## src/rtl/pwm_multi.sv

```systemverilog
// pwm_multi: CH-channel PWM sharing one period counter, edge/center aligned, double-buffered duty/period/mode
module pwm_multi #(
    parameter int CH    = 4,
    parameter int WIDTH = 10,
    parameter int SELW  = (CH > 1) ? $clog2(CH) : 1
) (
    input  logic             clk,
    input  logic             rst,
    input  logic             enable,
    input  logic             load,
    input  logic [SELW-1:0]  ch_sel,
    input  logic [WIDTH-1:0] data_in,
    input  logic             cfg_load,
    input  logic [WIDTH-1:0] period_in,
    input  logic             center_in,
    input  logic [CH-1:0]    invert,
    output logic [CH-1:0]    pwm_out,
    output logic             period_start
);
    logic [WIDTH-1:0] cnt_q, cnt_d, top_sh_q, top_act_q;
    logic             dir_q, dir_d, mode_sh_q, mode_act_q, ps_q;
    logic [WIDTH-1:0] duty_sh_q  [CH];
    logic [WIDTH-1:0] duty_act_q [CH];
    logic [CH-1:0]    pwm_q, cmp;
    logic             at_top, boundary;

    always_comb begin
        at_top = cnt_q >= top_act_q;
        if (!enable) cnt_d = '0;
        else if (!mode_act_q) cnt_d = at_top ? '0 : cnt_q + WIDTH'(1);
        else if (!dir_q && !at_top) cnt_d = cnt_q + WIDTH'(1);
        else cnt_d = (cnt_q == '0) ? '0 : cnt_q - WIDTH'(1);
        // every edge that lands the counter on 0 is a period boundary, including while disabled
        boundary = cnt_d == '0;
        dir_d = boundary ? 1'b0 : (mode_act_q && at_top) ? 1'b1 : dir_q;
        for (int i = 0; i < CH; i++) cmp[i] = cnt_q < duty_act_q[i];
    end

    always_ff @(posedge clk) begin
        if (rst) begin
            cnt_q      <= '0;
            dir_q      <= 1'b0;
            top_sh_q   <= '1;
            top_act_q  <= '1;
            mode_sh_q  <= 1'b0;
            mode_act_q <= 1'b0;
            pwm_q      <= '0;
            ps_q       <= 1'b0;
            for (int i = 0; i < CH; i++) begin
                duty_sh_q[i]  <= '0;
                duty_act_q[i] <= '0;
            end
        end else begin
            cnt_q <= cnt_d;
            dir_q <= dir_d;
            pwm_q <= enable ? (cmp ^ invert) : invert;
            ps_q  <= enable && (cnt_q == '0);
            if (cfg_load) begin
                top_sh_q  <= period_in;
                mode_sh_q <= center_in;
            end
            if (boundary) begin
                top_act_q  <= top_sh_q;
                mode_act_q <= mode_sh_q;
            end
            for (int i = 0; i < CH; i++) begin
                if (load && ch_sel == SELW'(i)) duty_sh_q[i] <= data_in;
                if (boundary) duty_act_q[i] <= duty_sh_q[i];
            end
        end
    end

    assign pwm_out      = pwm_q;
    assign period_start = ps_q;
endmodule

```

## config.mk

```make
export PLATFORM = sky130hd
export DESIGN_NAME = pwm_multi
export DESIGN_NICKNAME = d
export VERILOG_FILES = /design/src/rtl/pwm_multi.sv
export SDC_FILE = /design/constraint.sdc
export NUM_CORES = 1
export LEC_CHECK = 0
export CAP_MARGIN = 0
export CORE_ASPECT_RATIO = 1.75
export CORE_MARGIN = 2
export CORE_UTILIZATION = 40
export DETAILED_ROUTE_END_ITERATION = 8
export PLACE_DENSITY_LB_ADDON = 0.2
export SETUP_SLACK_MARGIN = 0.4
export SLEW_MARGIN = 20
export SYNTH_ARGS = -nofsm -noshare
export SYNTH_HDL_FRONTEND = slang
export SYNTH_SLANG_ARGS = --single-unit
```

## constraint.sdc

```tcl
create_clock -name clk -period 12.7 [get_ports clk]
set_clock_uncertainty 0.2 [all_clocks]
set_input_delay 1.905 -clock clk [delete_from_list [all_inputs] [get_ports clk]]
set_output_delay 1.905 -clock clk [all_outputs]
set_load 0.03 [all_outputs]
```

==> results of run 1 <==
-- area by class of cell --
type                       instances  area, um^2  share of cell area (%)
clock buffer                      17       425.4                   5.980
clock inverter                    15       170.2                   2.392
inverter                          54       202.7                   2.849
multi-input combinational        354        2549                   35.82
sequential                       118        3163                   44.46
tap                              183       229.0                   3.218
timing repair buffer              38       375.4                   5.276
-- state kept, by name (all words and copies together), names as in the netlist --
register,flops
top_act_q,10
period_start,1
duty_act_q,40
top_sh_q,10
cnt_q,10
duty_sh_q,40
mode_act_q,1
pwm_out,4
mode_sh_q,1
dir_q,1
-- power breakdown --
| group | internal (mW) | total, mW | leakage [nW] | switching [mW] |
|---|---|---|---|---|
| combinational | 0.0369 | 0.0838 | 1.73 | 0.0469 |
| clock | 0.294 | 0.483 | 0.292 | 0.190 |
| sequential | 0.439 | 0.447 | 1.15 | 0.00832 |
| total | 0.770 | 1.01 | 3.18 | 0.245 |
-- cell usage in the layout (no fill, tap or decap), drive strengths merged, types with 3 or more instances in the layout --
| cell | netlist | final |
|---|---|---|
| edfxtp | 80 | 80 |
| inv | 54 | 59 |
| ha | 48 | 48 |
| and3 | 47 | 47 |
| and2 | 43 | 43 |
| dfxtp | 38 | 38 |
| clkdlybuf4s50 | 0 | 36 |
| nand2 | 25 | 25 |
| nor2 | 19 | 19 |
| a21oi | 17 | 17 |
| clkbuf | 17 | 17 |
| o21ai | 17 | 17 |
| nor3 | 15 | 15 |
| a21o | 12 | 12 |
| mux2i | 12 | 12 |
| o211ai | 11 | 11 |
| nand3 | 8 | 8 |
| nor2b | 8 | 8 |
| nand2b | 7 | 7 |
| clkinv | 0 | 7 |
| a211o | 6 | 6 |
| o31ai | 5 | 5 |
| mux2 | 5 | 5 |
| a31oi | 5 | 5 |
| a211oi | 4 | 4 |
| a221oi | 4 | 4 |
| or3 | 4 | 4 |
| a22oi | 4 | 4 |
| nor4 | 3 | 3 |
| xor2 | 3 | 3 |
-- metrics by stage --
| stage | instances | power, mW | instance area [um^2] | setup WS (ps) | utilization [%] |
|---|---|---|---|---|---|
| floorplan | 550 | 0.5074 | 6016 | 8346 | - |
| global placement | 747 | 0.5374 | 6519 | 8111 | 44.15 |
| detailed placement | 747 | 0.5410 | 6519 | 8045 | 44.15 |
| CTS | 779 | 1.026 | 7114 | 8271 | 48.19 |
| global route | 779 | 1.055 | 7114 | 7982 | 48.19 |
| finish | 779 | 1.015 | 7114 | 8297 | 48.19 |
-- kinds of logic (layout without fill, tap and decap cells) --
family          count (synthesis)  in the layout  share of synthesized area [%]
buf+inv                        78            124                          5.096
fa+ha+maj                      48             48                          9.983
compound gates                 98             98                          11.50
simple gates                  186            186                          17.18
xor+xnor                        5              5                         0.7281
flops                         118            118                          52.58
mux                            17             17                          2.933
-- critical path, stage by stage (launching register included) --
cell,delay (ps)
dfxtp_1,680
ha_1,360
and2_1,190
a221oi_1,360
o21ai_0,320
nor3_1,510
a221oi_1,180
a21oi_1,300
o41ai_4,130
nand2b_2,670
-- layer usage --
metal	track usage, %	wire (um)	part of all wire, %	vias up
li1	-	-	-	2061
met1	17.13	4982	36	1967
met2	33.21	7716	56	115
met3	3.746	446	3.3	40
met4	9.675	555	4.1	0
met5	0	0	0	-
-- worst paths after layout --
kind / slack, ps / to / cells past startpoint
setup / recovery: 8300 / duty_act_q[0][8]$_SDFFCE_PN0P_ / 9
hold / removal: 280 / top_sh_q[1]$_SDFFE_PP1P_ / 2
setup reg to reg: 8300 / duty_act_q[0][8]$_SDFFCE_PN0P_ / 9
hold reg to reg: 280 / top_sh_q[1]$_SDFFE_PP1P_ / 2
==> key figures, run 1 <==
Die
  – I/O Pins: 37
  – Cell Rows: 59
  – Die Wd: 96.71 um
  – Die footprint: 0.01608 mm^2
  – Core footprint: 0.01476 mm^2
  – Die Span Y: 166.2 um
  – Initial Utilization: 40.75%

Clock tree
  – CTS tree: yes
  – Root Buffer: clkbuf_16
  – H-tree Lvls: 4
  – CTS Hold Bufs: 0
  – Worst-path clk slew: approximately 60 ps
  – Worst-skew pair later-pin latency: 410 ps
  – Post-CTS setup buffer count: 0
  – TritonCTS Sinks: 118
  – # resized after CTS: 0
  – Clock buffer count from CTS: 17
  – Worst-case clock buffer depth: 2

Logic synthesis
  – Most instantiated cells after synthesis: 80 x edfxtp_1, 54 x inv_1, 48 x ha_1
  – Post-synth top area share: 39.93%
  – FFs w/ async S/R, synth: 0%
  – Register area share after synthesis: 52.58%
  – Post-synthesis cell type count: 51
  – Post-synth top flop: edfxtp_1
  – Flops & latches, synth: 118
  – Mapped Cells: 550
  – Synth area leaders: edfxtp_1 40%, dfxtp_1 13%, ha_1 10%
  – Syn_area_per_cell: ~11 um^2
  – Cell Area, Synth: 0.006016 mm^2
  – Syn Nets: 630
  – EDFF count, synth: 80
  – Most used standard cell by instance count after synthesis: edfxtp_1
  – Area leader, netlist: edfxtp_1
  – Synth Warn #: 0

Routing
  – Drt via density: 5.370
  – Post-Route WL: 13,700 um
  – Iteration-0 DRC count of the detailed router: roughly 180
  – Routed Antenna Nets: 0
  – Detailed Routing Iterations Pass 1: 6
  – Wirelength per Cell: 17.59 um
  – # DRC: 0
  – Routed via count: 4,183

Place
  – Final Wtd Congestion: around 0.85
  – Port Buf Inserts: 36
  – DP HPWL: 9971 um

Final layout
  – Final net count: 663
  – Filler cells: around 1,400
  – Layout area overhead: 18.26%
  – Layout cells sized above 1: around 7.4%
  – Ant. Diodes: 0

STA
  – Final min period: 4403 ps
  – Max Slew Vio Count: 0
  – Fmax achieved: 227.1 MHz
  – Min Hold Slack: ~280 ps
  – Final setup violation count: 0
  – Worst slew margin: between 30% and 40%
  – Slew of the pin with the lowest slew margin: around 960 ps
  – RSZ-0062 raised after global routing: false
  – Final TNS setup: 0 ps
  – Final hold vios: 0
  – Fin crit share: 34.67%

Critical path
  – CP max FO: 41
  – R2R Path Start: cnt_q[9]$_SDFF_PP0_
  – Crit Path Category: reg2reg
  – Crit path capture type: flip-flop
  – Crit path launch type: flip-flop
  – Crit path required time: 12,440 ps
  – Critical Path Source: cnt_q[9]$_SDFF_PP0_
  – CP arrival: roughly 4100 ps

Power
  – Maximum VDD drop: 96.21 uV
  – Pwr per Cell Area: 142.6 mW/mm^2
  – P_leak: around 3.2 nW

GRT
  – GR Overflow Total: 0
  – Largest net degree at the start of global routing: 71
  – Global-route wire length before repair: 21,780 um
  – Vias in the first global route: 4,266
  – Total global-route track usage: 17.46%
  – Initial antenna violation count: 0

Worst hold path
  – Hold Path Class: reg2reg
  – Hold Path Origin: top_sh_q[1]$_SDFFE_PP1P_

Run
  – Max_cap viols: 0

Outcome
  – Status: completed
Power figures use the tool's default switching activity.
==> inputs of run 2 (changes only) <==
==> constraint.sdc (replaced) <==
create_clock -name clk -period 4.1 [get_ports clk]
set_clock_uncertainty 0.2 [all_clocks]
set_input_delay 0.615 -clock clk [delete_from_list [all_inputs] [get_ports clk]]
set_output_delay 0.615 -clock clk [all_outputs]
set_load 0.03 [all_outputs]
==> run 2 against run 1 <==
Wire length grew 3.1%. Register-to-register slack lost 7800 ps. Worst hold slack lost 3.5 ps. Non-clock buffer count grew 22. Combinational power grew to 3.4 times the previous value. Die area is the same. Worst setup slack lost 7800 ps. Sequential power grew to 3.1 times the previous value. Clock power grew to 3.2 times the previous value. Sequential share of layout area shrank 2.1 points. Design area grew 4.9%. Largest cell class unchanged.
==> key figures, run 2 (synthesis gave the netlist of run 1 again) <==
Outcome
  – Status: completed

Die
  – Cell Rows: 59 (unchanged)
  – Die footprint: 0.01608 mm^2 (unchanged)
  – Die Span Y: 166.2 um (unchanged)
  – I/O Pins: 37 (unchanged)
  – Initial Utilization: 40.75% (unchanged)
  – Core footprint: 0.01476 mm^2 (unchanged)
  – Die Wd: 96.71 um (unchanged)

Routing
  – Post-Route WL: 14,130 um (+3.1%)
  – # DRC: 0 (unchanged)
  – Wirelength per Cell: 17.57 um (about the same)
  – Detailed Routing Iterations Pass 1: 4 (-2)
  – Routed via count: 4,220 (+0.88%)
  – Routed Antenna Nets: 0 (unchanged)
  – Iteration-0 DRC count of the detailed router: 155 (-14%)
  – Drt via density: 5.249 (-2.3%)

Power
  – P_leak: 3.348 nW (+5.4%)
  – Pwr per Cell Area: 428.3 mW/mm^2 (+200%)
  – Tot Pwr: 3.196 mW (+220%)
  – Maximum VDD drop: 223.9 uV (+130%)

STA
  – RSZ-0062 raised after global routing: true
  – Fmax achieved: 281.3 MHz (+24%)
  – Max Slew Vio Count: 0 (unchanged)
  – Min Hold Slack: 271.6 ps (-3.517 ps)
  – Fin crit share: 86.71% (+52 points)
  – Slew of the pin with the lowest slew margin: 960.1 ps (-3.817 ps)
  – Final min period: 3555 ps (-847.6 ps)
  – Worst slew margin: 35.50% (-0.24 points)
  – Final TNS setup: 0 ps (unchanged)
  – Final setup violation count: 0 (unchanged)
  – Final hold vios: 0 (unchanged)

Worst hold path
  – Hold Path Class: reg2reg

Final layout
  – Layout area overhead: 24.04%
  – Commonest non-fill, non-tap cell in the layout: edfxtp_1
  – Final net count: 688 (+3.8%)
  – Post-layout util: 50.54% (+2.4 points)
  – Most frequent cells in the layout: 80 x edfxtp_1, 54 x inv_1, 47 x and3_1, 47 x ha_1, 42 x and2_1
  – Cell area after layout: 0.007462 mm^2 (+4.9%)
  – Layout cells sized above 1: 13.85% (+6.5 points)
  – Ant. Diodes: 0 (unchanged)
  – Biggest regs: duty_act_q: 40 flops, duty_sh_q: 40 flops

Clock tree
  – Worst-case clock buffer depth: 2 (unchanged)
  – TritonCTS Sinks: 118 (unchanged)
  – Worst-path clk slew: 70 ps (about the same)
  – Clock buffer count from CTS: 17 (unchanged)
  – H-tree Lvls: 4 (unchanged)
  – Worst-skew pair later-pin latency: 410 ps (about the same)
  – Root Buffer: clkbuf_16
  – CTS tree: yes

Place
  – Final Wtd Congestion: 0.9028 (+6.0%)
  – DP HPWL: 10,640 um (+6.7%)
  – Port Buf Inserts: 36 (unchanged)
  – Dpl cell area: 0.006674 mm^2 (+2.4%)

GRT
  – Vias in the first global route: 4,403 (+3.2%)
  – GR Overflow Total: 0 (unchanged)
  – Global-route wire length before repair: 22,830 um (+4.8%)
  – Largest net degree at the start of global routing: 60 (-15%)
  – Total global-route track usage: 18.34% (+0.88 points)
  – Initial antenna violation count: 0 (unchanged)

Critical path
  – CP arrival: 3630 ps (-510 ps)
  – CP bufs+invs: 5 (+5)
  – Cell chain of the critical path: inv_1 -> ha_1 -> and2_1 -> nand3_1 -> buf_4 -> nor3_1 -> buf_4 -> nor3_4 -> a221oi_2 -> a21oi_4 -> o41ai_4 -> buf_4 -> buf_6 -> mux2i_1 -> nor2_1
  – Crit path launch type: flip-flop
  – Crit path required time: 4180 ps (-8260 ps)
  – Crit Path Category: reg2reg
  – Top delay family on crit path: buffers and inverters
  – CP dominant cell by count: buf_4
  – CP max stage cell: a221oi_2
  – CP max FO: 21 (-49%)
  – Max incr delay on CP: 350 ps (-330 ps)
  – Crit path capture type: flip-flop

Run
  – Max_cap viols: 0 (unchanged)
run 2: metrics by stage:
step                      setup WS, ps  cells
after floorplan                  537.2    550
after global placement          -364.3    767
after detailed placement        -269.2    767
after CTS                        436.4    804
after global routing             333.4    804
final                            544.9    804
run 2: timing repair:
item,CTS,global route
hold buffers,0,0
buffers inserted,2,0
hold endpoints to repair,0,0
endpoints found under the setup margin,92,92
cloned,3,0
pin swaps,1,0
resized for setup,14,14
run 2: where the power goes:
group          internal [mW]  leakage [nW]  switching [mW]
Clock                  0.925         0.299           0.607
Sequential              1.36          1.15          0.0235
Combinational          0.129          1.90           0.153
run 2: worst paths after layout:
kind / endpoint / start / slack (ps) / cells after the start
worst min register to register: top_sh_q[6]$_SDFFE_PP1P_ / top_sh_q[6]$_SDFFE_PP1P_ / 270 / 2
worst max register to register: mode_act_q$_SDFFE_PP0N_ / top_act_q[9]$_SDFFE_PP1N_ / 540 / 15
worst min-delay path: top_sh_q[6]$_SDFFE_PP1P_ / top_sh_q[6]$_SDFFE_PP1P_ / 270 / 2
worst max-delay path: mode_act_q$_SDFFE_PP0N_ / top_act_q[9]$_SDFFE_PP1N_ / 540 / 15
run 2: area by class of cell:
class	instances	area (um^2)
clock buffer	17	425.4
clock inverter	15	185.2
fill	1323	7302
inverter	54	202.7
multi-input combinational	357	2704
sequential	118	3164
tap	183	229.0
timing repair buffer	60	551.8
run 2: tightest hold or removal path, stage by stage (launching register included):
cell and delay (ps):
dfxtp_1 320, mux2i_1 60, nand2_1 60
run 2: layer usage:
layer	track usage [%]	vias to the layer above	routed length, um
li1	-	2111	-
met1	16.97	1965	4959
met2	35.45	98	8078
met3	3.535	46	310
met4	11.88	0	782
met5	0	-	0
==> inputs of run 3 (changes only) <==
--- a/config.mk
+++ b/config.mk
@@ -6,12 +6,13 @@
 export NUM_CORES = 1
 export LEC_CHECK = 0
 export CAP_MARGIN = 0
-export CORE_ASPECT_RATIO = 1.75
+export CORE_ASPECT_RATIO = 1.5
 export CORE_MARGIN = 2
 export CORE_UTILIZATION = 40
 export DETAILED_ROUTE_END_ITERATION = 8
 export PLACE_DENSITY_LB_ADDON = 0.2
 export SETUP_SLACK_MARGIN = 0.4
+export SKIP_CTS_REPAIR_TIMING = 1
 export SLEW_MARGIN = 20
 export SYNTH_ARGS = -nofsm -noshare
 export SYNTH_HDL_FRONTEND = slang
==> run 3 against run 2 <==
Critical path depth fell by 4. Utilization up 0.13 points. Clock power fell by 3%. Sequential power is essentially flat. Design area is 0.44% lower. Clock-buffer cell count unchanged. Die area down 0.12%. Wire length shrank 4.2%. Power fell by 1.5%. Highest routed layer unchanged.
==> key figures, run 3 (synthesis gave the netlist of run 1 again) <==
Outcome
  – Status: completed

Critical path
  – Crit Path Category: reg2reg
  – Crit path capture type: flip-flop
  – Cell chain of the critical path: ha_1 -> a211o_1 -> a21o_1 -> o21ai_0 -> a21oi_1 -> o22a_1 -> o21a_1 -> o41ai_4 -> buf_4 -> buf_6 -> and3_1
  – CP max FO: 40 (+90%)
  – R2R Path Start: cnt_q[9]$_SDFF_PP0_
  – CP arrival: 3660 ps (+30 ps)
  – CP max stage cell: dfxtp_1
  – FF-to-FF path depth: 11 (-4)
  – Crit path launch type: flip-flop
  – Reg2reg setup slack: 530 ps (about the same)
  – Reg2Reg Capture Point: duty_act_q[1][9]$_SDFFCE_PN0P_
  – Worst Setup EP: duty_act_q[1][9]$_SDFFCE_PN0P_
  – Top delay family on crit path: compound AO/OA/AOI/OAI gates
  – Max incr delay on CP: 430 ps (+80 ps)
  – CP bufs+invs: 2 (-3)
  – Crit path required time: 4190 ps (about the same)
  – Critical Path Source: cnt_q[9]$_SDFF_PP0_
  – Levels on crit path: 11 (-4)

STA
  – Final min period: 3570 ps (+14.65 ps)
  – RSZ-0062 raised after global routing: false
  – Fmax achieved: 280.1 MHz (-0.41%)
  – Final setup violation count: 0 (unchanged)
  – Final TNS setup: 0 ps (unchanged)
  – Fin crit share: 87.07% (+0.36 points)
  – Max Slew Vio Count: 0 (unchanged)
  – Min Hold Slack: 273.1 ps (+1.504 ps)
  – Worst setup margin: 530.2 ps (-14.65 ps)
  – Worst slew margin: 39.39% (+3.9 points)
  – Final hold vios: 0 (unchanged)
  – Slew of the pin with the lowest slew margin: 902.2 ps (-57.93 ps)

Power
  – Switching part of the total power: 23.80% (-0.70 points)
  – Maximum VDD drop: 332.1 uV (+48%)
  – Clk pwr share: 47.2% (-0.7 points)
  – Combinational Power Share: 8.8% (about the same)
  – NetSw: 749.4 uW (-4.3%)
  – P_leak: 3.358 nW (+0.29%)
  – Pwr per Cell Area: 423.7 mW/mm^2 (-1.1%)
  – Flop pwr share: 44.0% (+0.7 points)
  – P_int: 2.399 mW (-0.60%)

Die
  – Cell Rows: 54 (-8.5%)
  – Die Wd: 104.1 um (+7.7%)
  – Die Span Y: 154.2 um (-7.2%)
  – Die footprint: 0.01606 mm^2 (-0.12%)
  – I/O Pins: 37 (unchanged)
  – Core footprint: 0.01466 mm^2 (-0.69%)
  – Initial Utilization: 41.03% (+0.29 points)

GRT
  – Global-route wire length before repair: 21,360 um (-6.5%)
  – GR Overflow Total: 0 (unchanged)
  – Largest net degree at the start of global routing: 44 (-27%)
  – Total global-route track usage: 17.27% (-1.1 points)
  – Vias in the first global route: 4,179 (-5.1%)
  – Initial antenna violation count: 0 (unchanged)

Final layout
  – Filler cells: 1,355 (+2.4%)
  – Final net count: 692 (+0.58%)
  – Post-layout util: 50.67% (+0.13 points)
  – Cell area after layout: 0.007430 mm^2 (-0.44%)
  – Commonest non-fill, non-tap cell in the layout: edfxtp_1
  – Layout cells sized above 1: 13.28% (-0.57 points)
  – Layout area overhead: 23.50%
  – Biggest regs: duty_act_q: 40 flops, duty_sh_q: 40 flops
  – Ant. Diodes: 0 (unchanged)
  – Most frequent cells in the layout: 80 x edfxtp_1, 54 x inv_1, 47 x and3_1, 47 x ha_1, 42 x and2_1

Run
  – Max_cap viols: 0 (unchanged)

Clock tree
  – CTS tree: yes
  – TritonCTS Sinks: 118 (unchanged)
  – Worst-case clock buffer depth: 2 (unchanged)
  – Clock buffer count from CTS: 17 (unchanged)
  – Worst-skew pair later-pin latency: 420 ps (about the same)
  – Worst-path clk slew: 60 ps (about the same)
  – Root Buffer: clkbuf_16
  – H-tree Lvls: 4 (unchanged)

Routing
  – Post-Route WL: 13,530 um (-4.2%)
  – Wirelength per Cell: 16.48 um (-6.2%)
  – Iteration-0 DRC count of the detailed router: 171 (+10%)
  – Detailed Routing Iterations Pass 1: 4 (unchanged)
  – Drt via density: 5.181 (-1.3%)
  – Routed Antenna Nets: 0 (unchanged)
  – Routed via count: 4,254 (+0.81%)
  – # DRC: 0 (unchanged)

Place
  – Final Wtd Congestion: 0.9010 (-0.20%)
  – DP HPWL: 10,120 um (-4.8%)
  – Dpl cell area: 0.006728 mm^2 (+0.81%)
  – Place WS: 178.3 ps (+447.5 ps)
  – Port Buf Inserts: 36 (unchanged)

Worst hold path
  – Hold Path Origin: top_sh_q[1]$_SDFFE_PP1P_
  – Hold Path Class: reg2reg
run 3: cell count changes in the layout (fill, tap and decap cells not counted), sizes merged:
cell,delta
buf,+4
clkinv,+2
inv,-2
run 3: how the worst min path moves through the flow:
stage	to	slack [ps]	depth (start not counted)
2_1_floorplan	top_sh_q[1]$_SDFFE_PP1P_	240	2
3_3_place_gp	top_sh_q[6]$_SDFFE_PP1P_	260	2
3_5_place_dp	top_sh_q[1]$_SDFFE_PP1P_	260	2
4_1_cts	top_sh_q[1]$_SDFFE_PP1P_	280	2
5_1_grt	top_sh_q[1]$_SDFFE_PP1P_	290	2
6_report	top_sh_q[1]$_SDFFE_PP1P_	270	2
run 3: power by group through the flow:
stage	registers (mW)	logic, mW	clock network [mW]
2_1_floorplan	1.41	0.164	0
3_3_place_gp	1.41	0.263	0
3_5_place_dp	1.41	0.269	0
4_1_cts	1.39	0.270	1.50
5_1_grt	1.39	0.313	1.55
6_report	1.39	0.277	1.49
run 3: worst register-to-register path: stages, from the launching register on:
cell	delay [ps]
dfxtp_1	430
ha_1	300
a211o_1	290
a21o_1	190
o21ai_0	330
a21oi_1	220
o22a_1	280
o21a_1	200
o41ai_4	330
buf_4	210
buf_6	230
and3_1	210
run 3: metrics by stage:
| step | instances | power (mW) |
|---|---|---|
| finish | 821 | 3.148 |
| global route | 821 | 3.260 |
| CTS | 817 | 3.160 |
| detailed placement | 785 | 1.680 |
| global placement | 785 | 1.672 |
| floorplan | 550 | 1.572 |
run 3: final cells by class:
| class | instances | area [um^2] | area share (%) |
|---|---|---|---|
| multi-input combinational | 357 | 2643 | 35.57 |
| inverter | 54 | 202.7 | 2.728 |
| tap | 196 | 245.2 | 3.301 |
| timing repair buffer | 64 | 578.1 | 7.780 |
| sequential | 118 | 3166 | 42.61 |
| clock buffer | 17 | 425.4 | 5.726 |
| clock inverter | 15 | 170.2 | 2.290 |
run 3: per-layer routing:
layer | up-vias | global-route usage [%] | wire [um]
li1 | 2121 | - | -
met1 | 2008 | 17.67 | 5029
met2 | 90 | 32.46 | 7548
met3 | 35 | 3.245 | 434
met4 | 0 | 10.17 | 522
met5 | - | 0 | 0
